$ cat config.mk
export PLATFORM = sky130hd
export DESIGN_NAME = sram_b_stream_ctrl
export DESIGN_NICKNAME = d
export VERILOG_FILES = /design/src/rtl/sram_b_ctrl_pkg.sv /design/src/rtl/sram_b_rd_fifo.sv /design/src/rtl/sram_b_stream_ctrl.sv
export SDC_FILE = /design/constraint.sdc
export NUM_CORES = 1
export LEC_CHECK = 0
export BUFFER_PORTS_ARGS = -buffer_cell sky130_fd_sc_hd__buf_2
export CAP_MARGIN = 20
export CORE_ASPECT_RATIO = 1.5
export CORE_MARGIN = 2
export CORE_UTILIZATION = 35
export CTS_CLUSTER_DIAMETER = 50
export DETAILED_ROUTE_END_ITERATION = 12
export GPL_TIMING_DRIVEN = 0
export HOLD_SLACK_MARGIN = 0.02
export SETUP_SLACK_MARGIN = 0.4
export SKIP_CTS_REPAIR_TIMING = 1
export SLEW_MARGIN = 20
export SYNTH_ARGS = -nofsm -noshare
export SYNTH_HDL_FRONTEND = slang
export SYNTH_SLANG_ARGS = --single-unit
$ cat constraint.sdc
create_clock -name CLK -period 2.41 [get_ports CLK]
set_clock_uncertainty 0.05 [all_clocks]
set_input_delay 0.1205 -clock CLK [delete_from_list [all_inputs] [get_ports CLK]]
set_output_delay 0.1205 -clock CLK [all_outputs]
set_load 0.05 [all_outputs]
$ cat src/rtl/sram_b_ctrl_pkg.sv
// Shared definitions for the sram_b initiator-side stream controller.
// Holds default geometry, the read-engine state encoding and the FIFO depth floor.
package sram_b_ctrl_pkg;

    localparam int unsigned DEF_ABITS     = 16;
    localparam int unsigned DEF_DBITS     = 8;
    localparam int unsigned DEF_LENBITS   = 16;
    // Below this depth the issue credit cannot cover the 2-cycle read pipeline.
    localparam int unsigned MIN_OUT_DEPTH = 3;

    typedef enum logic [1:0] {
        ST_IDLE  = 2'd0,
        ST_ISSUE = 2'd1,
        ST_DRAIN = 2'd2
    } rd_state_e;

endpackage

$ cat src/rtl/sram_b_rd_fifo.sv
// Synchronous read-return FIFO; push and pop may coincide even when full.
module sram_b_rd_fifo #(
    parameter int unsigned DEPTH = 4,
    parameter int unsigned WIDTH = 9
) (
    input  logic                         clk,
    input  logic                         rst,
    input  logic                         push,
    input  logic [WIDTH-1:0]             wdata,
    input  logic                         pop,
    output logic [WIDTH-1:0]             rdata,
    output logic                         empty,
    output logic                         full,
    output logic [$clog2(DEPTH+1)-1:0]   count
);

    localparam int unsigned PW = (DEPTH > 1) ? $clog2(DEPTH) : 1;
    localparam int unsigned CW = $clog2(DEPTH + 1);

    logic [WIDTH-1:0] mem_q [DEPTH];
    logic [PW-1:0]    wr_ptr_q, wr_ptr_d;
    logic [PW-1:0]    rd_ptr_q, rd_ptr_d;
    logic [CW-1:0]    count_q, count_d;
    logic             do_push, do_pop;

    always_comb begin
        do_pop   = pop & (count_q != '0);
        do_push  = push & ((count_q != CW'(DEPTH)) | do_pop);
        wr_ptr_d = wr_ptr_q;
        rd_ptr_d = rd_ptr_q;
        count_d  = count_q;
        if (do_push) begin
            wr_ptr_d = (wr_ptr_q == PW'(DEPTH - 1)) ? '0 : wr_ptr_q + PW'(1);
        end
        if (do_pop) begin
            rd_ptr_d = (rd_ptr_q == PW'(DEPTH - 1)) ? '0 : rd_ptr_q + PW'(1);
        end
        case ({do_push, do_pop})
            2'b10:   count_d = count_q + CW'(1);
            2'b01:   count_d = count_q - CW'(1);
            default: count_d = count_q;
        endcase
    end

    always_ff @(posedge clk or posedge rst) begin
        if (rst) begin
            wr_ptr_q <= '0;
            rd_ptr_q <= '0;
            count_q  <= '0;
        end else begin
            wr_ptr_q <= wr_ptr_d;
            rd_ptr_q <= rd_ptr_d;
            count_q  <= count_d;
        end
    end

    always_ff @(posedge clk) begin
        if (do_push) begin
            mem_q[wr_ptr_q] <= wdata;
        end
    end

    assign rdata = mem_q[rd_ptr_q];
    assign empty = (count_q == '0);
    assign full  = (count_q == CW'(DEPTH));
    assign count = count_q;

endmodule

$ cat src/rtl/sram_b_stream_ctrl.sv
// Stream-to-SRAM initiator: registered write port, burst read engine with
// credit-gated issue, write-wins collision avoidance and a return FIFO.
module sram_b_stream_ctrl
    import sram_b_ctrl_pkg::*;
#(
    parameter int unsigned ABITS     = DEF_ABITS,
    parameter int unsigned DBITS     = DEF_DBITS,
    parameter int unsigned LENBITS   = DEF_LENBITS,
    parameter int unsigned OUT_DEPTH = 4
) (
    input  logic               CLK,
    input  logic               RST,
    input  logic               wr_valid,
    output logic               wr_ready,
    input  logic [ABITS-1:0]   wr_addr,
    input  logic [DBITS-1:0]   wr_data,
    input  logic [DBITS-1:0]   wr_mask,
    input  logic               rd_cmd_valid,
    output logic               rd_cmd_ready,
    input  logic [ABITS-1:0]   rd_cmd_addr,
    input  logic [LENBITS-1:0] rd_cmd_len,
    output logic               rd_valid,
    input  logic               rd_ready,
    output logic [DBITS-1:0]   rd_data,
    output logic               rd_last,
    output logic               busy,
    output logic               CE0,
    output logic [ABITS-1:0]   A0,
    output logic [DBITS-1:0]   D0,
    output logic               WE0,
    output logic [DBITS-1:0]   WEM0,
    output logic               CE1,
    output logic [ABITS-1:0]   A1,
    input  logic [DBITS-1:0]   Q1
);

    localparam int unsigned        CW       = $clog2(OUT_DEPTH + 1);
    localparam int unsigned        CSW      = CW + 1;
    localparam logic [ABITS-1:0]   ADDR_ONE = ABITS'(1);
    localparam logic [LENBITS-1:0] LEN_ONE  = LENBITS'(1);

    if (OUT_DEPTH < MIN_OUT_DEPTH) begin : g_depth_check
        $error("sram_b_stream_ctrl: OUT_DEPTH below MIN_OUT_DEPTH");
    end

    rd_state_e          state_q, state_d;
    logic [ABITS-1:0]   ptr_q, ptr_d;
    logic [LENBITS-1:0] rem_q, rem_d;

    logic               ce0_q, ce0_d;
    logic [ABITS-1:0]   a0_q, a0_d;
    logic [DBITS-1:0]   d0_q, d0_d;
    logic [DBITS-1:0]   wem0_q, wem0_d;

    logic               ce1_q, ce1_d;
    logic [ABITS-1:0]   a1_q, a1_d;
    logic               last1_q, last1_d;
    logic               q_pend_q, q_pend_d;
    logic               q_last_q, q_last_d;

    logic               fifo_empty, fifo_full;
    logic [CW-1:0]      fifo_count;
    logic [DBITS:0]     fifo_rdata;

    logic [CSW-1:0]     credit_sum;
    logic               credit_ok, collide;

    assign wr_ready = ~RST;

    always_comb begin
        ce0_d  = wr_valid & wr_ready;
        a0_d   = a0_q;
        d0_d   = d0_q;
        wem0_d = wem0_q;
        if (wr_valid) begin
            a0_d   = wr_addr;
            d0_d   = wr_data;
            wem0_d = wr_mask;
        end
    end

    // In-flight reads (CE1 stage, Q1 stage) each own a FIFO slot; pops give no credit.
    always_comb begin
        credit_sum = CSW'(ce1_q) + CSW'(q_pend_q) + CSW'(fifo_count);
        credit_ok  = (credit_sum < CSW'(OUT_DEPTH)) & ~fifo_full;
        collide    = wr_valid & (wr_addr == ptr_q);
    end

    always_comb begin
        state_d      = state_q;
        ptr_d        = ptr_q;
        rem_d        = rem_q;
        ce1_d        = 1'b0;
        a1_d         = a1_q;
        last1_d      = 1'b0;
        rd_cmd_ready = 1'b0;
        case (state_q)
            ST_IDLE: begin
                rd_cmd_ready = ~RST;
                if (rd_cmd_valid & ~RST) begin
                    ptr_d   = rd_cmd_addr;
                    rem_d   = rd_cmd_len;
                    state_d = ST_ISSUE;
                end
            end
            ST_ISSUE: begin
                // A same-address write this cycle wins; the read retries next cycle.
                if (credit_ok & ~collide) begin
                    ce1_d   = 1'b1;
                    a1_d    = ptr_q;
                    last1_d = (rem_q == '0);
                    ptr_d   = ptr_q + ADDR_ONE;
                    rem_d   = rem_q - LEN_ONE;
                    if (rem_q == '0) begin
                        state_d = ST_DRAIN;
                    end
                end
            end
            ST_DRAIN: begin
                if (rd_valid & rd_ready & rd_last) begin
                    state_d = ST_IDLE;
                end
            end
            default: state_d = ST_IDLE;
        endcase
    end

    always_comb begin
        q_pend_d = ce1_q;
        q_last_d = last1_q;
    end

    always_ff @(posedge CLK or posedge RST) begin
        if (RST) begin
            state_q  <= ST_IDLE;
            ptr_q    <= '0;
            rem_q    <= '0;
            ce0_q    <= 1'b0;
            a0_q     <= '0;
            d0_q     <= '0;
            wem0_q   <= '0;
            ce1_q    <= 1'b0;
            a1_q     <= '0;
            last1_q  <= 1'b0;
            q_pend_q <= 1'b0;
            q_last_q <= 1'b0;
        end else begin
            state_q  <= state_d;
            ptr_q    <= ptr_d;
            rem_q    <= rem_d;
            ce0_q    <= ce0_d;
            a0_q     <= a0_d;
            d0_q     <= d0_d;
            wem0_q   <= wem0_d;
            ce1_q    <= ce1_d;
            a1_q     <= a1_d;
            last1_q  <= last1_d;
            q_pend_q <= q_pend_d;
            q_last_q <= q_last_d;
        end
    end

    sram_b_rd_fifo #(
        .DEPTH (OUT_DEPTH),
        .WIDTH (DBITS + 1)
    ) u_rd_fifo (
        .clk   (CLK),
        .rst   (RST),
        .push  (q_pend_q),
        .wdata ({q_last_q, Q1}),
        .pop   (rd_ready),
        .rdata (fifo_rdata),
        .empty (fifo_empty),
        .full  (fifo_full),
        .count (fifo_count)
    );

    assign rd_valid = ~fifo_empty;
    assign rd_data  = fifo_empty ? '0 : fifo_rdata[DBITS-1:0];
    assign rd_last  = ~fifo_empty & fifo_rdata[DBITS];
    assign busy     = (state_q != ST_IDLE) | ce0_q;

    assign CE0  = ce0_q;
    assign WE0  = ce0_q;
    assign A0   = a0_q;
    assign D0   = d0_q;
    assign WEM0 = wem0_q;
    assign CE1  = ce1_q;
    assign A1   = a1_q;

endmodule

; ---- Word level (Yosys, flattened, before mapping)
; Memories as Yosys holds them, arrays and structs flattened.
; Index checks and enable logic that the tools add are counted.
[totals]
memories = 1
output_inout_bits = 64
elab_cells = 86
ram_bits = 36
input_bits = 77
ff_bits = 94
[op_classes]
order_cmp = 1
add_sub_neg = 8
muxes = 22
n_eq_ne = 13
reduce_logical = 10
bitwise_logic = 16
[mem_list]
columns = name, depth, word_bits, rd, rd_clocked_by_memory_dff, write_ports, line_no
row1 = u_rd_fifo.mem_q, 4, 9, 1, 0, 1, sram_b_rd_fifo.sv:20  ; logic [WIDTH-1:0] mem_q [DEPTH];
[op_table]
columns = op, n
row1 = $mux 16, 4
row2 = $pmux 16 s2, 2
row3 = $add 16x1->16 const B, 1
row4 = $eq 16x16->1, 1
row5 = $logic_not 16->1, 1
row6 = $sub 16x1->16 const B, 1
row7 = $mux 2, 6
row8 = $and 1x1->1, 10
row9 = $eq 2x2->1 const B, 4
row10 = $mux 8, 1
row11 = $ne 2x2->1 const B, 4
row12 = $mux 1, 7
row13 = $pmux 2 s3, 1
row14 = $pmux 3 s2, 1
row15 = $reduce_bool 2->1, 3
row16 = $add 2x1->2 const B, 2
row17 = $add 2x3->4, 1
row18 = $eq 2x1->1 const B, 2
row19 = $lt 4x3->1 const B, 1
row20 = $not 1->1, 4
row21 = $reduce_and 4->1, 1
row22 = $add 3x1->3 const B, 1
row23 = $eq 3x3->1 const B, 1
row24 = $logic_not 3->1, 1
row25 = 8 further kinds, 9

; ---- Longest topological paths before layout
[logic_depth]
ltp_word = 7
ltp_mapped = 10
mapped_depth_nobuf = 8

; ---- Hierarchy
; From an unflattened synthesis, not the netlist that was laid out.
[hier_totals]
cells_unflattened = 517
area_unflattened_um2 = 6371.1
[by_module_without_submodules]
columns = module, seq_area_each_um2, n_inst, area_per_inst_um2, cells_per_inst
row1 = sram_b_stream_ctrl, 2177.1, 1, 4524.3, 413
row2 = sram_b_rd_fifo, 1256.2, 1, 1846.8, 104

; ---- Worst setup path after synthesis
; No wires, ideal clock.
[synth_timing]
path_type = register to register
from = register state_q[1]
to = register ptr_q[15]
t_required_ps = 2230
path_buffers = 2
slack_ps = -306
t_arrival_ps = 2537
setup_ps = 130
stages_incl_launch_ff = 7
period_less_slack_ps = 2716
path_cell_list = dfrtp_1 nor3_1 nand2_1 clkbuf_1 clkbuf_1 a22oi_1 o22ai_1
[synth_between]
elab_chain_cells = 3
elab_cells_between_ends = 7
cone_classes = eq/ne: 3 / mux: 1 / reduce/logical: 3
[synth_rtl]
columns = element, line_no
row1 = "start, declared", sram_b_stream_ctrl.sv:46  ; rd_state_e state_q, state_d;
row2 = "start signal, assigned", sram_b_stream_ctrl.sv:148  ; state_q <= state_d;
row3 = $eq 2x1->1 / $logic_not 2->1 (equally long branches), sram_b_stream_ctrl.sv:97  ; case (state_q)
row4 = $ne 2x2->1 (no line) / $reduce_bool 2->1 (equally long branches), -
row5 = $reduce_and 3->1 (no line), -
row6 = "end signal, assigned", sram_b_stream_ctrl.sv:149  ; ptr_q <= ptr_d;
row7 = "end, declared", sram_b_stream_ctrl.sv:47  ; logic [ABITS-1:0] ptr_q, ptr_d;
; Several ways; a longest one is shown, not always the timed one.
; A chain may end at the register's enable or synchronous reset.

; ---- Final worst setup path
[layout_timing]
from = register state_q[1]
to = register rem_q[9]
[layout_between]
elab_chain_cells = 3
elab_cells_between_ends = 7
cone_classes = eq/ne: 3 / mux: 1 / reduce/logical: 3
[layout_rtl]
columns = element, line_no
row1 = $eq 2x1->1 / $logic_not 2->1 (equally long branches), sram_b_stream_ctrl.sv:97
row2 = $ne 2x2->1 (no line) / $reduce_bool 2->1 (equally long branches), -
row3 = $reduce_and 3->1 (no line), -
row4 = "end signal, assigned", sram_b_stream_ctrl.sv:150  ; rem_q <= rem_d;
row5 = "end, declared", sram_b_stream_ctrl.sv:48  ; logic [LENBITS-1:0] rem_q, rem_d;
; Several ways; a longest one is shown, not always the timed one.

==> impl_metrics.toml <==
[place]
gp_congestion = 0.915
post-place-ws_ns = 0.00794
post-dp-hpwl_um = 12500
portBuffers = 139

[synthesis]
syn_inst = 530
syn_nets = 617
synthAdderAreaFrac = 0.0218
synth_seq_cells = 130
async_flop_share = 0.723
synthSimpleGateAreaFrac = 0.125
synth_edf_count = 36
seq_area_frac_synth = 0.564
synth_compound_area_frac = 0.127
yosys_warnings = 0
synth_top_family_by_area = "compound AO/OA/AOI/OAI gates"
synth_xor_area_frac = 0.0259
synth_mux_area_frac = 0.0976
synth_ff_type = "dfrtp_1"
syn_area_um2 = 6090
syn_area_per_cell_um2 = 11.5
ys_types = 54

[cts]
clock_latency_ns = 0.42
numCtsBuffers = 17
clockBufferDepth = 2
cts_tree = "done"
ctsRootBufferMaster = "clkbuf_16"
cts.sink_count = 130
htree_levels = 4
cts.clk_slew.worst_paths_ns = 0.06

[critical_path]
path_cells = "inv_1, nand2_1, clkbuf_1, o21ai_0, a22o_1"
end_kind = "register"
required_ns = 2.67
crit_start = "state_q[1]$_DFFE_PP0P_"
max_stage_delay_ns = 0.49
crit_slowest_cell = "clkbuf_1"
regToRegStartpoint = "state_q[1]$_DFFE_PP0P_"
start_kind = "register"
cp_max_fo = 10
crit_family = "buffers and inverters"
critical_path_class = "register to register"
arrival_ns = 2.35
path_buf_inv = 2

[global_route]
overflow = 0
grt_max_degree = 36
first_global_vias = 5123
antenna_found_initial = 0
grt_pass1_wl_um = 26600
grt_usage = 0.186

[timing]
fin_crit_sh = 0.867
slew_viol_final = 0
period_needed_ns = 2.09
setup_viol = 0
fin_ws_ns = 0.321
fmax_mhz = 479
tns_ns = 0
rsz0062_at_grt = "yes"
tightest_slew_ns = 0.685
finalHoldViolations = 1
fin_hold_ws_ns = -0.0505
slew_headroom = 0.543

[final_layout]
drive_above_1_share = 0.394
fillCellCount = 1501
multi_input_comb_area_um2 = 2600
seq_area_um2 = 3440
area_growth_pct = 44.6
fin_nets = 848
finish.utilization = 0.512
antenna_cells = 0

[drt]
routed_wl_um = 18100
wl_per_cell_um = 18.4
drtPass1Iterations = 6
drt_iter0_markers = 228
avgViaCountPerCell = 5.17
dr_total_vias = 5107
ant_nets = 0
drc_errors = 0

[min_path]
hp-start = "rd_cmd_addr[1]"
hold_class = "input port to register"

[die]
start_util = 0.354
rows = 59
ioPinCount = 141
die_area_um2 = 18500
die_h_um = 166
core_um2 = 17200
die_w_um = 112

[power]
clkPwrFrac = 0.214
switching_power_uw = 5110
leakage_uw = 0.00379
p_sw_frac = 0.418
power.density_nw_per_um2 = 1390
p_seq_frac = 0.293
ir_worst_vdd_mv = 0.822
comb_power_share = 0.492
p_int_uw = 7100

[outcome]
status = "finished with violations"
violations = "negative hold slack"

[job]
maxCapViolCount = 0
[synthesized netlist by cell type, drive strengths merged (4+ instances only)]
library cell,instances,area [µm²]
buf,16,113
nand4,6,37.5
nor2b,4,25.0
a21oi,35,175
nor4,4,31.3
nand3,7,35.0
o21ai,26,130
nand2,65,246
nor2,35,134
mux4,9,203
nor3,8,40.0
o22ai,7,43.8
edfxtp,36,1080
xnor2,14,123
and3,6,37.5
mux2,33,372
xor2,4,35.0
a2bb2oi,9,78.8
a31oi,14,87.6
and2,16,100
dfrtp,94,2350
inv,14,52.6
ha,9,113
clkbuf,18,67.6
o22a,12,105
or3,4,35.0
[power groups by stage]
stage	sequential, µW	combinational (µW)	clock (µW)
floorplan	4090	2910	0
global placement	3520	4720	0
detailed placement	3560	4790	0
CTS	3520	4810	2660
global route	3660	6450	2760
finish	3580	6010	2620
[worst reg2reg max path, stage by stage (launching register included)]
cell	delay, ns
dfrtp_1	0.43
inv_1	0.09
nand2_1	0.36
clkbuf_1	0.50
o21ai_0	0.30
a22o_1	0.26
[layout make-up]
class | instances | share of cell area
timing repair buffer | 212 | 0.176
buffer | 34 | 0.0316
clock buffer | 18 | 0.0512
tap | 213 | 0.0303
inverter | 14 | 0.00668
multi-input combinational | 352 | 0.295
sequential | 130 | 0.391
clock inverter | 14 | 0.0173
[cell usage in the layout (no fill, tap or decap), types with 4 or more instances in the layout]
master         instances
nand4_1                6
mux4_2                 9
nor2_1                34
dfrtp_2                8
buf_4                 19
clkbuf_1              10
clkinv_4               5
ha_1                   8
edfxtp_1              36
o22ai_1                7
xnor2_1               13
a2bb2oi_1              7
and3_1                 4
clkbuf_2               5
o22a_1                12
nor3_1                 6
and2_4                 8
inv_1                 12
a21oi_1               33
a31oi_1               14
nand3_1                6
nand2_1               64
buf_12                 6
buf_2                134
and2_1                 8
buf_6                  5
dfrtp_1               86
o21ai_0               22
clkbuf_16             22
buf_8                 10
dlygate4sd3_1         52
mux2_2                33
[path summary, 6_finish.rpt]
kind / cells after the start / endpoint / slack [ns]
max reg2reg: 5 / rem_q[9]$_DFFE_PP0P_ / 0.32
min in group asynchronous: 4 / ptr_q[6]$_DFFE_PP0P_ / 0.38
max in group asynchronous: 4 / ptr_q[11]$_DFFE_PP0P_ / 1.71
min: 3 / ptr_q[1]$_DFFE_PP0P_ / -0.05
min reg2reg: 0 / q_last_q$_DFF_PP0_ / 0.30
max: 5 / rem_q[9]$_DFFE_PP0P_ / 0.32
[state kept, by name, indices dropped and copies added (netlist names)]
register	flops
D0	8
state_q	2
WEM0	8
CE1	1
u_rd_fifo.wr_ptr_q	2
u_rd_fifo.count	3
q_last_q	1
CE0	1
rem_q	16
ptr_q	16
u_rd_fifo.rd_ptr_q	2
A0	16
last1_q	1
q_pend_q	1
u_rd_fifo.mem_q	36
A1	16
[per-stage QoR]
step	cells	power (µW)	cell area (µm²)	hold slack, ns
floorplan	530	7000	6120	0.136
global placement	882	8240	7080	0.282
detailed placement	884	8350	7120	0.254
CTS	916	11000	7720	-0.199
global route	987	12900	8800	0.0149
finish	987	12200	8800	-0.0505
[layer usage]
layer,GRT usage,part of all wire
met3,0.0449,0.058
met5,0,0
met4,0.0982,0.033
met1,0.205,0.39
met2,0.333,0.52
[cells by family after synthesis]
group	count (synthesis)
xor gates and xnor gates	18
buffers and inverters	48
muxes	44
and+or+nand+nor	160
DFF	130
AOI/OAI and AO/OA	120
adders and majority gates	10
(Power assumes the default switching activity.)
